$ cat src/rtl/ex_operand_stage_pkg.sv
// Shared definitions for the EX operand stage.
//   EXE_ALU_*  : ALU operation codes understood by the downstream ALU.
//   A_* / B_*  : operand-select codes carried from decode into EX.
//   sel_t      : 2-bit operand-select type (code 3 is legal and selects zero).
package ex_operand_stage_pkg;

    localparam logic [3:0] EXE_ALU_AND = 4'd0;
    localparam logic [3:0] EXE_ALU_OR  = 4'd1;
    localparam logic [3:0] EXE_ALU_ADD = 4'd2;
    localparam logic [3:0] EXE_ALU_XOR = 4'd3;
    localparam logic [3:0] EXE_ALU_NOR = 4'd4;
    localparam logic [3:0] EXE_ALU_SUB = 4'd6;
    localparam logic [3:0] EXE_ALU_SLT = 4'd7;
    localparam logic [3:0] EXE_ALU_SLL = 4'd8;
    localparam logic [3:0] EXE_ALU_SRL = 4'd9;
    localparam logic [3:0] EXE_ALU_SRA = 4'd10;

    typedef logic [1:0] sel_t;

    localparam sel_t A_RS    = 2'd0;
    localparam sel_t A_SHAMT = 2'd1;
    localparam sel_t A_PC    = 2'd2;

    localparam sel_t B_RT    = 2'd0;
    localparam sel_t B_IMM   = 2'd1;
    localparam sel_t B_EIGHT = 2'd2;

endpackage

$ cat src/rtl/ex_operand_stage_fwd_mux.sv
// Forwarding selector for one EX source operand.
//   addr            : source register address held in EX
//   reg_val         : value captured into EX (register file or ID bypass)
//   mem_*           : EX/MEM producer (loads cannot forward from here)
//   wb_*            : MEM/WB producer
//   val             : resolved operand value
// Register $0 always reads as zero, which also keeps writes to $0 from forwarding.
module fwd_mux #(
    parameter int RA_W = 5
) (
    input  logic [RA_W-1:0] addr,
    input  logic [31:0]     reg_val,
    input  logic            mem_wb_en,
    input  logic            mem_is_load,
    input  logic [RA_W-1:0] mem_wb_addr,
    input  logic [31:0]     mem_alu_result,
    input  logic            wb_en,
    input  logic [RA_W-1:0] wb_addr,
    input  logic [31:0]     wb_data,
    output logic [31:0]     val
);

    always_comb begin
        val = reg_val;
        if (addr == '0) begin
            val = '0;
        end else if (mem_wb_en && !mem_is_load && (mem_wb_addr == addr)) begin
            val = mem_alu_result;
        end else if (wb_en && (wb_addr == addr)) begin
            val = wb_data;
        end
    end

endmodule

$ cat src/rtl/ex_operand_stage.sv
// ID/EX pipeline register and EX operand network.
//   clk, rst                 : pipeline clock, async active-high reset
//   ex_stall, id_flush       : hold EX / replace ID instruction with a bubble
//   id_*                     : decoded instruction from ID
//   mem_*, wb_*              : forwarding sources (EX/MEM and MEM/WB)
//   alu_a/b/oper/sign        : ALU inputs
//   ex_*                     : registered EX control passed on to EX/MEM
//   ex_store_data            : forwarded rt value for stores
//   load_use_stall           : freeze PC/IF/ID for one cycle on load-use
module ex_operand_stage
    import ex_operand_stage_pkg::*;
#(
    parameter int         RA_W        = 5,
    parameter logic [3:0] BUBBLE_OPER = EXE_ALU_ADD
) (
    input  logic            clk,
    input  logic            rst,
    input  logic            ex_stall,
    input  logic            id_flush,
    input  logic            id_valid,
    input  logic [31:0]     id_pc,
    input  logic [RA_W-1:0] id_rs_addr,
    input  logic [RA_W-1:0] id_rt_addr,
    input  logic [31:0]     id_rs_data,
    input  logic [31:0]     id_rt_data,
    input  logic [31:0]     id_imm,
    input  logic [4:0]      id_shamt,
    input  logic [3:0]      id_alu_oper,
    input  logic            id_alu_sign,
    input  logic [1:0]      id_a_sel,
    input  logic [1:0]      id_b_sel,
    input  logic            id_wb_en,
    input  logic [RA_W-1:0] id_wb_addr,
    input  logic            id_mem_r,
    input  logic            id_mem_w,
    input  logic            mem_wb_en,
    input  logic [RA_W-1:0] mem_wb_addr,
    input  logic            mem_is_load,
    input  logic [31:0]     mem_alu_result,
    input  logic            wb_en,
    input  logic [RA_W-1:0] wb_addr,
    input  logic [31:0]     wb_data,
    output logic [31:0]     alu_a,
    output logic [31:0]     alu_b,
    output logic [3:0]      alu_oper,
    output logic            alu_sign,
    output logic            ex_valid,
    output logic [31:0]     ex_pc,
    output logic            ex_wb_en,
    output logic [RA_W-1:0] ex_wb_addr,
    output logic            ex_mem_r,
    output logic            ex_mem_w,
    output logic [31:0]     ex_store_data,
    output logic            load_use_stall
);

    logic [RA_W-1:0] ex_rs_addr;
    logic [RA_W-1:0] ex_rt_addr;
    logic [31:0]     ex_rs_val;
    logic [31:0]     ex_rt_val;
    logic [31:0]     ex_imm;
    logic [4:0]      ex_shamt;
    sel_t            ex_a_sel;
    sel_t            ex_b_sel;

    logic [31:0]     fwd_rs;
    logic [31:0]     fwd_rt;
    logic [31:0]     id_rs_val;
    logic [31:0]     id_rt_val;

    // The register file is written at the end of WB, so a read in ID can miss
    // a value being written this same cycle; pick it up directly.
    assign id_rs_val = (wb_en && (wb_addr != '0) && (wb_addr == id_rs_addr)) ? wb_data : id_rs_data;
    assign id_rt_val = (wb_en && (wb_addr != '0) && (wb_addr == id_rt_addr)) ? wb_data : id_rt_data;

    assign load_use_stall = !ex_stall && ex_valid && ex_mem_r && (ex_wb_addr != '0) && id_valid &&
                            ((ex_wb_addr == id_rs_addr) || (ex_wb_addr == id_rt_addr));

    always_ff @(posedge clk or posedge rst) begin
        if (rst) begin
            ex_valid   <= 1'b0;
            ex_pc      <= '0;
            ex_rs_addr <= '0;
            ex_rt_addr <= '0;
            ex_rs_val  <= '0;
            ex_rt_val  <= '0;
            ex_imm     <= '0;
            ex_shamt   <= '0;
            alu_oper   <= BUBBLE_OPER;
            alu_sign   <= 1'b0;
            ex_a_sel   <= A_RS;
            ex_b_sel   <= B_RT;
            ex_wb_en   <= 1'b0;
            ex_wb_addr <= '0;
            ex_mem_r   <= 1'b0;
            ex_mem_w   <= 1'b0;
        end else if (ex_stall) begin
            // Producers keep retiring while EX is frozen; absorb their results
            // now so they are still visible when the stall releases.
            ex_rs_val <= fwd_rs;
            ex_rt_val <= fwd_rt;
        end else if (id_flush || load_use_stall) begin
            ex_valid   <= 1'b0;
            ex_pc      <= '0;
            ex_rs_addr <= '0;
            ex_rt_addr <= '0;
            ex_rs_val  <= '0;
            ex_rt_val  <= '0;
            ex_imm     <= '0;
            ex_shamt   <= '0;
            alu_oper   <= BUBBLE_OPER;
            alu_sign   <= 1'b0;
            ex_a_sel   <= A_RS;
            ex_b_sel   <= B_RT;
            ex_wb_en   <= 1'b0;
            ex_wb_addr <= '0;
            ex_mem_r   <= 1'b0;
            ex_mem_w   <= 1'b0;
        end else begin
            ex_valid   <= id_valid;
            ex_pc      <= id_pc;
            ex_rs_addr <= id_rs_addr;
            ex_rt_addr <= id_rt_addr;
            ex_rs_val  <= id_rs_val;
            ex_rt_val  <= id_rt_val;
            ex_imm     <= id_imm;
            ex_shamt   <= id_shamt;
            alu_oper   <= id_alu_oper;
            alu_sign   <= id_alu_sign;
            ex_a_sel   <= id_a_sel;
            ex_b_sel   <= id_b_sel;
            ex_wb_en   <= id_wb_en;
            ex_wb_addr <= id_wb_addr;
            ex_mem_r   <= id_mem_r;
            ex_mem_w   <= id_mem_w;
        end
    end

    fwd_mux #(.RA_W(RA_W)) u_fwd_rs (
        .addr           (ex_rs_addr),
        .reg_val        (ex_rs_val),
        .mem_wb_en      (mem_wb_en),
        .mem_is_load    (mem_is_load),
        .mem_wb_addr    (mem_wb_addr),
        .mem_alu_result (mem_alu_result),
        .wb_en          (wb_en),
        .wb_addr        (wb_addr),
        .wb_data        (wb_data),
        .val            (fwd_rs)
    );

    fwd_mux #(.RA_W(RA_W)) u_fwd_rt (
        .addr           (ex_rt_addr),
        .reg_val        (ex_rt_val),
        .mem_wb_en      (mem_wb_en),
        .mem_is_load    (mem_is_load),
        .mem_wb_addr    (mem_wb_addr),
        .mem_alu_result (mem_alu_result),
        .wb_en          (wb_en),
        .wb_addr        (wb_addr),
        .wb_data        (wb_data),
        .val            (fwd_rt)
    );

    always_comb begin
        alu_a = '0;
        case (ex_a_sel)
            A_RS:    alu_a = fwd_rs;
            A_SHAMT: alu_a = {27'h0, ex_shamt};
            A_PC:    alu_a = ex_pc;
            default: alu_a = '0;
        endcase
    end

    always_comb begin
        alu_b = '0;
        case (ex_b_sel)
            B_RT:    alu_b = fwd_rt;
            B_IMM:   alu_b = ex_imm;
            B_EIGHT: alu_b = 32'd8;
            default: alu_b = '0;
        endcase
    end

    assign ex_store_data = fwd_rt;

endmodule

$ cat config.mk
export PLATFORM = sky130hd
export DESIGN_NAME = ex_operand_stage
export DESIGN_NICKNAME = d
export VERILOG_FILES = /design/src/rtl/ex_operand_stage_pkg.sv /design/src/rtl/ex_operand_stage_fwd_mux.sv /design/src/rtl/ex_operand_stage.sv
export SDC_FILE = /design/constraint.sdc
export NUM_CORES = 1
export LEC_CHECK = 0
export ABC_CLOCK_PERIOD_IN_PS = 5400
export BUFFER_PORTS_ARGS = -buffer_cell sky130_fd_sc_hd__buf_2
export CAP_MARGIN = 20
export CORE_ASPECT_RATIO = 2
export CORE_MARGIN = 2
export CORE_UTILIZATION = 45
export DETAILED_ROUTE_END_ITERATION = 8
export GPL_TIMING_DRIVEN = 0
export HOLD_SLACK_MARGIN = 0.03
export PLACE_DENSITY_LB_ADDON = 0.15
export SLEW_MARGIN = 20
export SYNTH_ARGS = -nofsm -noshare
export SYNTH_HDL_FRONTEND = slang
export SYNTH_SLANG_ARGS = --single-unit
$ cat constraint.sdc
create_clock -name clk -period 5.4 [get_ports clk]
set_input_delay 1.08 -clock clk [delete_from_list [all_inputs] [get_ports clk]]
set_output_delay 1.08 -clock clk [all_outputs]
set_load 0.03 [all_outputs]
* Word level (Yosys, flattened, before mapping) *
Cells that the tools add are included.

word-level totals
  bits in registers = 161
  input port bits = 242
  output and inout bits = 143
  word-level logic and storage cells = 79

operators by class
  equality and inequality tests = 12
  multiplexer cells = 28
  reduce and logical (&&, ||, !) cells = 23

operator list
  cell                                                                    number
  32-bit 2-to-1 mux                                                       14
  32-bit case mux with 3 select lines                                     2
  5-bit equality test                                                     8
  5-bit 2-to-1 mux                                                        4
  1-bit logical AND                                                       13
  5-bit logical NOT                                                       2
  5-bit nonzero test                                                      2
  1-bit 2-to-1 mux                                                        5
  2-bit by 1-bit equality test with 1-bit output (second input constant)  2
  2-bit equality test (second input constant)                             2
  2-bit logical NOT                                                       2
  2-bit 2-to-1 mux                                                        2
  4-bit 2-to-1 mux                                                        1
  1-bit logical NOT                                                       2
  1-bit logical OR                                                        2

* Longest topological paths before layout *
  depth in word-level cells = 9
  gate-level depth with buffers = 8
  depth with buffers taken out = 5

* Modules after synthesis *
From an unflattened synthesis, not the netlist that was laid out.

unflattened totals
  cells, all modules = 1142
  area, all modules = 10418.7 um^2

by module, submodules not included
  module            times used  cells an instance  area each (um^2)  seq. area each (um^2)
  ex_operand_stage  1           790                8259.2            4030.1
  fwd_mux           2           176                1079.8            0.0

* Worst setup path after synthesis *
OpenSTA, ideal clock, no wires.

  path type = input port to output port
  from = input port wb_addr[4]
  to = output port alu_b[26]
  arrival = 3.198 ns
  required time = 4.320 ns
  setup slack = 1.122 ns
  cell stages on the path = 7
  buffers on the path = 2
  cell sequence = buf_2 > xnor2_1 > and4_1 > clkbuf_1 > nand3_1 > a311oi_1 > a22o_1

on the way
  longest elaborated chain between the ends = 6

RTL lines
  element                              RTL line                        text
  start: declaration                   ex_operand_stage.sv:41          input logic [RA_W-1:0] wb_addr,
  5-bit equality test                  ex_operand_stage_fwd_mux.sv:29  end else if (wb_en && (wb_addr == addr)) begin
  1-bit logical AND                    ex_operand_stage_fwd_mux.sv:29
  32-bit 2-to-1 mux                    ex_operand_stage_fwd_mux.sv:29
  32-bit 2-to-1 mux                    ex_operand_stage_fwd_mux.sv:27  end else if (mem_wb_en && !mem_is_load && (mem_wb_addr == addr)) begin
  32-bit 2-to-1 mux                    ex_operand_stage_fwd_mux.sv:25  if (addr == '0) begin
  named net ex_store_data[26]          ex_operand_stage.sv:53          output logic [31:0] ex_store_data,
  32-bit case mux with 3 select lines  ex_operand_stage.sv:177         case (ex_b_sel)
  end: declaration                     ex_operand_stage.sv:44          output logic [31:0] alu_b,

The timed path passes the listed nets, and every way through them passes these cells.

* Worst setup path in the final report *
  from = input port wb_addr[0]
  to = output port alu_a[4]

on the way
  longest elaborated chain between the ends = 6

RTL lines
  element                              RTL line                        text
  5-bit equality test                  ex_operand_stage_fwd_mux.sv:29
  1-bit logical AND                    ex_operand_stage_fwd_mux.sv:29
  32-bit 2-to-1 mux                    ex_operand_stage_fwd_mux.sv:29
  32-bit 2-to-1 mux                    ex_operand_stage_fwd_mux.sv:27
  32-bit 2-to-1 mux                    ex_operand_stage_fwd_mux.sv:25
  32-bit case mux with 3 select lines  ex_operand_stage.sv:167         case (ex_a_sel)
  end: declaration                     ex_operand_stage.sv:43          output logic [31:0] alu_a,

Every way passes these cells.

==> metrics <==
Max transition margin=0.2816; # DRC=0; CTS Buffer Depth=2; RSZ-0062 raised after global routing=false; Tot GR Track Use=0.3762; DRC marker count from the first detailed-route iteration=740; Worst-Skew Late Latency=0.46 ns; WL/cell=26.13 um; clk_skew=0.008321 ns; Combinational Power Share=0.287; # clock sinks=161; power per cell area=293.7 nW/um^2; dominant cell type by area after synthesis=dfrtp_1; setup bufs post-CTS=0; Yosys reg bits=161; reg2reg path depth=7; register area share after synthesis=0.4252; via-per-instance ratio=6.231; largest net degree at the start of global routing=30; core box area=20830 um^2; Worst Setup SP=wb_addr[0]; Sw Share=0.3667; CTS root buf=clkbuf_16; top cells by area, synth=dfrtp_1 42%, a22o_1 12%, mux2i_1 6.8%, a311oi_2 4.0%, nor3_1 3.5%; number of CTS-inserted buffers=17; f_max=0.2116 GHz; Avg Inst Size Synth=10.12 um^2; Net Count, Synth=1179; number of max-cap violations=0; critical path class=in -> out; Register Area=4030 um^2; full die area=22310 um^2; Hold Path Class=reg -> reg; final setup fails=0; CP Max Fanout=10; switching power total=1.341 mW; TritonCTS clock tree=yes; vias in the first global route=10255; Worst Setup EP=alu_a[4]; Port Buf Inserts=379; Ports=385; CP Launch Type=input pin; dpl ws=0.7076 ns; row cnt=75; crit path DAT=3.65 ns; share of cells above drive strength 1=0.3648; async set-reset flop share out of synthesis=1.000; Layout Nets=1583; Final GP Congestion=0.9325; TNS Setup=0 ns; FF-to-FF setup slack=2.64 ns; total gr overflow=0; Die W=106.6 um; ys flop type=dfrtp_1; first-pass GRT wire length=61670 um; Final period util=0.8751; total wire length=42560 um; area occupied by multi-input gates=4880 um^2; H-tree levels=4; post-DP HPWL=33380 um; critical path endpoint category=output pin; post-route ant nets=0; final worst slack=0.6745 ns; Clk pwr share=0.340; synth warn=0; Area growth syn-to-layout=31.40%; Resized Gates After CTS=0; leak pwr=5.822 nW; fill count=2056; starting density of the core=0.4550; CTS clock-pin slew for the worst setup and hold paths=0.07 ns; sequential share of power=0.374; initial antenna violation count=8; synthesized area=9479 um^2; Die Height=209.3 um; Yosys cell types=44; Post-CTS Hold Buffers=0; VDD IR max=0.2125 mV; Yosys top cell area share=0.4224; launching point of the worst reg2reg path=ex_rs_addr[0]; EDFF count, synth=0; final critical-path required period=4.726 ns; Post-Syn Instances=937; Critical R2R Capture=ex_rs_val[4]; status=finished clean; Critical Path RT=4.32 ns; DRT Pass-1 Iters=6; final hold violations=0; Int Pwr=2.316 mW; vias after detailed routing=10150; Final Max Slew Viols=0; Least-Margin Pin Slew=1.070 ns
==> cell families (layout without fill, tap and decap cells) <==
group	after synthesis	in the layout	synth area share
mux	64	64	0.06758
compound gates	339	339	0.3035
flops	161	161	0.4252
simple gates	199	199	0.1068
xor+xnor	40	40	0.03696
buf+inv	134	551	0.06006
other cells	0	6	0
==> worst max-delay path, cell delays in order <==
cell and delay [ns]:
buf_2 0.15, xnor2_1 0.25, nand2_1 0.28, clkbuf_1 0.50, o21ai_0 0.15, a311oi_1 0.80
a21o_1 0.23, buf_2 0.20
==> registers in the layout, indices dropped and copies added, names as in the netlist, 4 cells and up <==
name and flops:
ex_imm 32, ex_rt_val 32, ex_shamt 5, ex_rs_val 32
ex_pc 32, ex_wb_addr 5, alu_oper 4, ex_rt_addr 5
ex_rs_addr 5
==> power by group through the flow <==
stage                     Combinational [mW]  Clock (mW)  Sequential [mW]
after global placement                  1.02           0             1.39
after global routing                    1.10        1.29             1.38
final                                   1.05        1.24             1.37
after CTS                               1.04        1.24             1.37
after detailed placement                1.04           0             1.39
after floorplan                        0.585           0             1.42
==> cell type report <==
cell class                 instances  area share
antenna                            6    0.001205
buffer                           100     0.03546
clock buffer                      19     0.03556
clock inverter                    13     0.01115
inverter                          34     0.01055
multi-input combinational        642      0.3918
sequential                       161      0.3236
tap                              269     0.02702
timing repair buffer             385      0.1637
==> cell usage in the layout, fill, tap and decap left out, types with 5 or more instances in the layout <==
master     synthesis  layout
buf_2             38     417
dfrtp_1          160     160
a22o_1           128     128
nor3_1            66      66
mux2i_1           64      64
clkbuf_1          56      57
o21ai_0           41      41
nor2_1            35      35
nand3_1           34      34
inv_1             34      33
o2bb2ai_1         32      32
nand2_1           31      31
a211oi_1          27      27
o31ai_1           27      27
o32ai_1           27      27
xnor2_1           26      26
a311oi_2          25      25
clkbuf_16          0      17
xor2_1            14      14
nand4_1            8       8
diode_2            0       6
a311oi_1           6       6
buf_4              5       5
a21o_1             5       5
a311o_1            5       5
o22ai_1            5       5
inv_6              0       5
==> per-stage QoR <==
stage               std cells  cell area [um^2]  hold slack (ns)  power (mW)    util
floorplan                 937              9483           0.4736       2.008       -
finish                   1629             12460           0.5121       3.658  0.5979
CTS                      1623             12440           0.5144       3.649  0.5972
detailed placement       1591             11860           0.4973       2.425  0.5692
global placement         1585             11720           0.4907       2.402  0.5624
global route             1629             12460           0.5234       3.770  0.5979
==> per-layer routing <==
metal / vias to the layer above / GRT usage / share of wire
met5: - / 0 / 0.00063
met4: 4 / 0.2682 / 0.076
met3: 158 / 0.06460 / 0.065
met2: 573 / 0.6464 / 0.51
met1: 4976 / 0.4119 / 0.34
li1: 4439 / - / -
==> cell usage after synthesis, drive strengths merged (3+ instances only) <==
cell type and n:
nand2 31, and4 3, o22ai 5, inv 34, nor2 36, nand4 9, a22o 128, clkbuf 56
a211oi 28, nand3 35, o32ai 27, or2 3, xnor2 26, a311oi 31, xor2 14, a21o 5
or4 4, o21ai 46, o31ai 27, nand3b 4, nor3 66, nor2b 4, dfrtp 160, buf 44
mux2i 64, a311o 5, o2bb2ai 32
==> how the worst min path moves through the flow <==
stage	slack (ns)	endpoint	cells after the start	startpoint
after CTS	0.51	ex_imm[9]	1	ex_imm[9]
final	0.51	ex_imm[12]	1	ex_imm[12]
after detailed placement	0.50	ex_imm[2]	1	ex_imm[2]
after global routing	0.52	ex_imm[2]	1	ex_imm[2]
after floorplan	0.47	ex_imm[27]	1	ex_imm[27]
after global placement	0.49	alu_oper[2]	1	alu_oper[2]
Power figures use the tool's default switching activity.
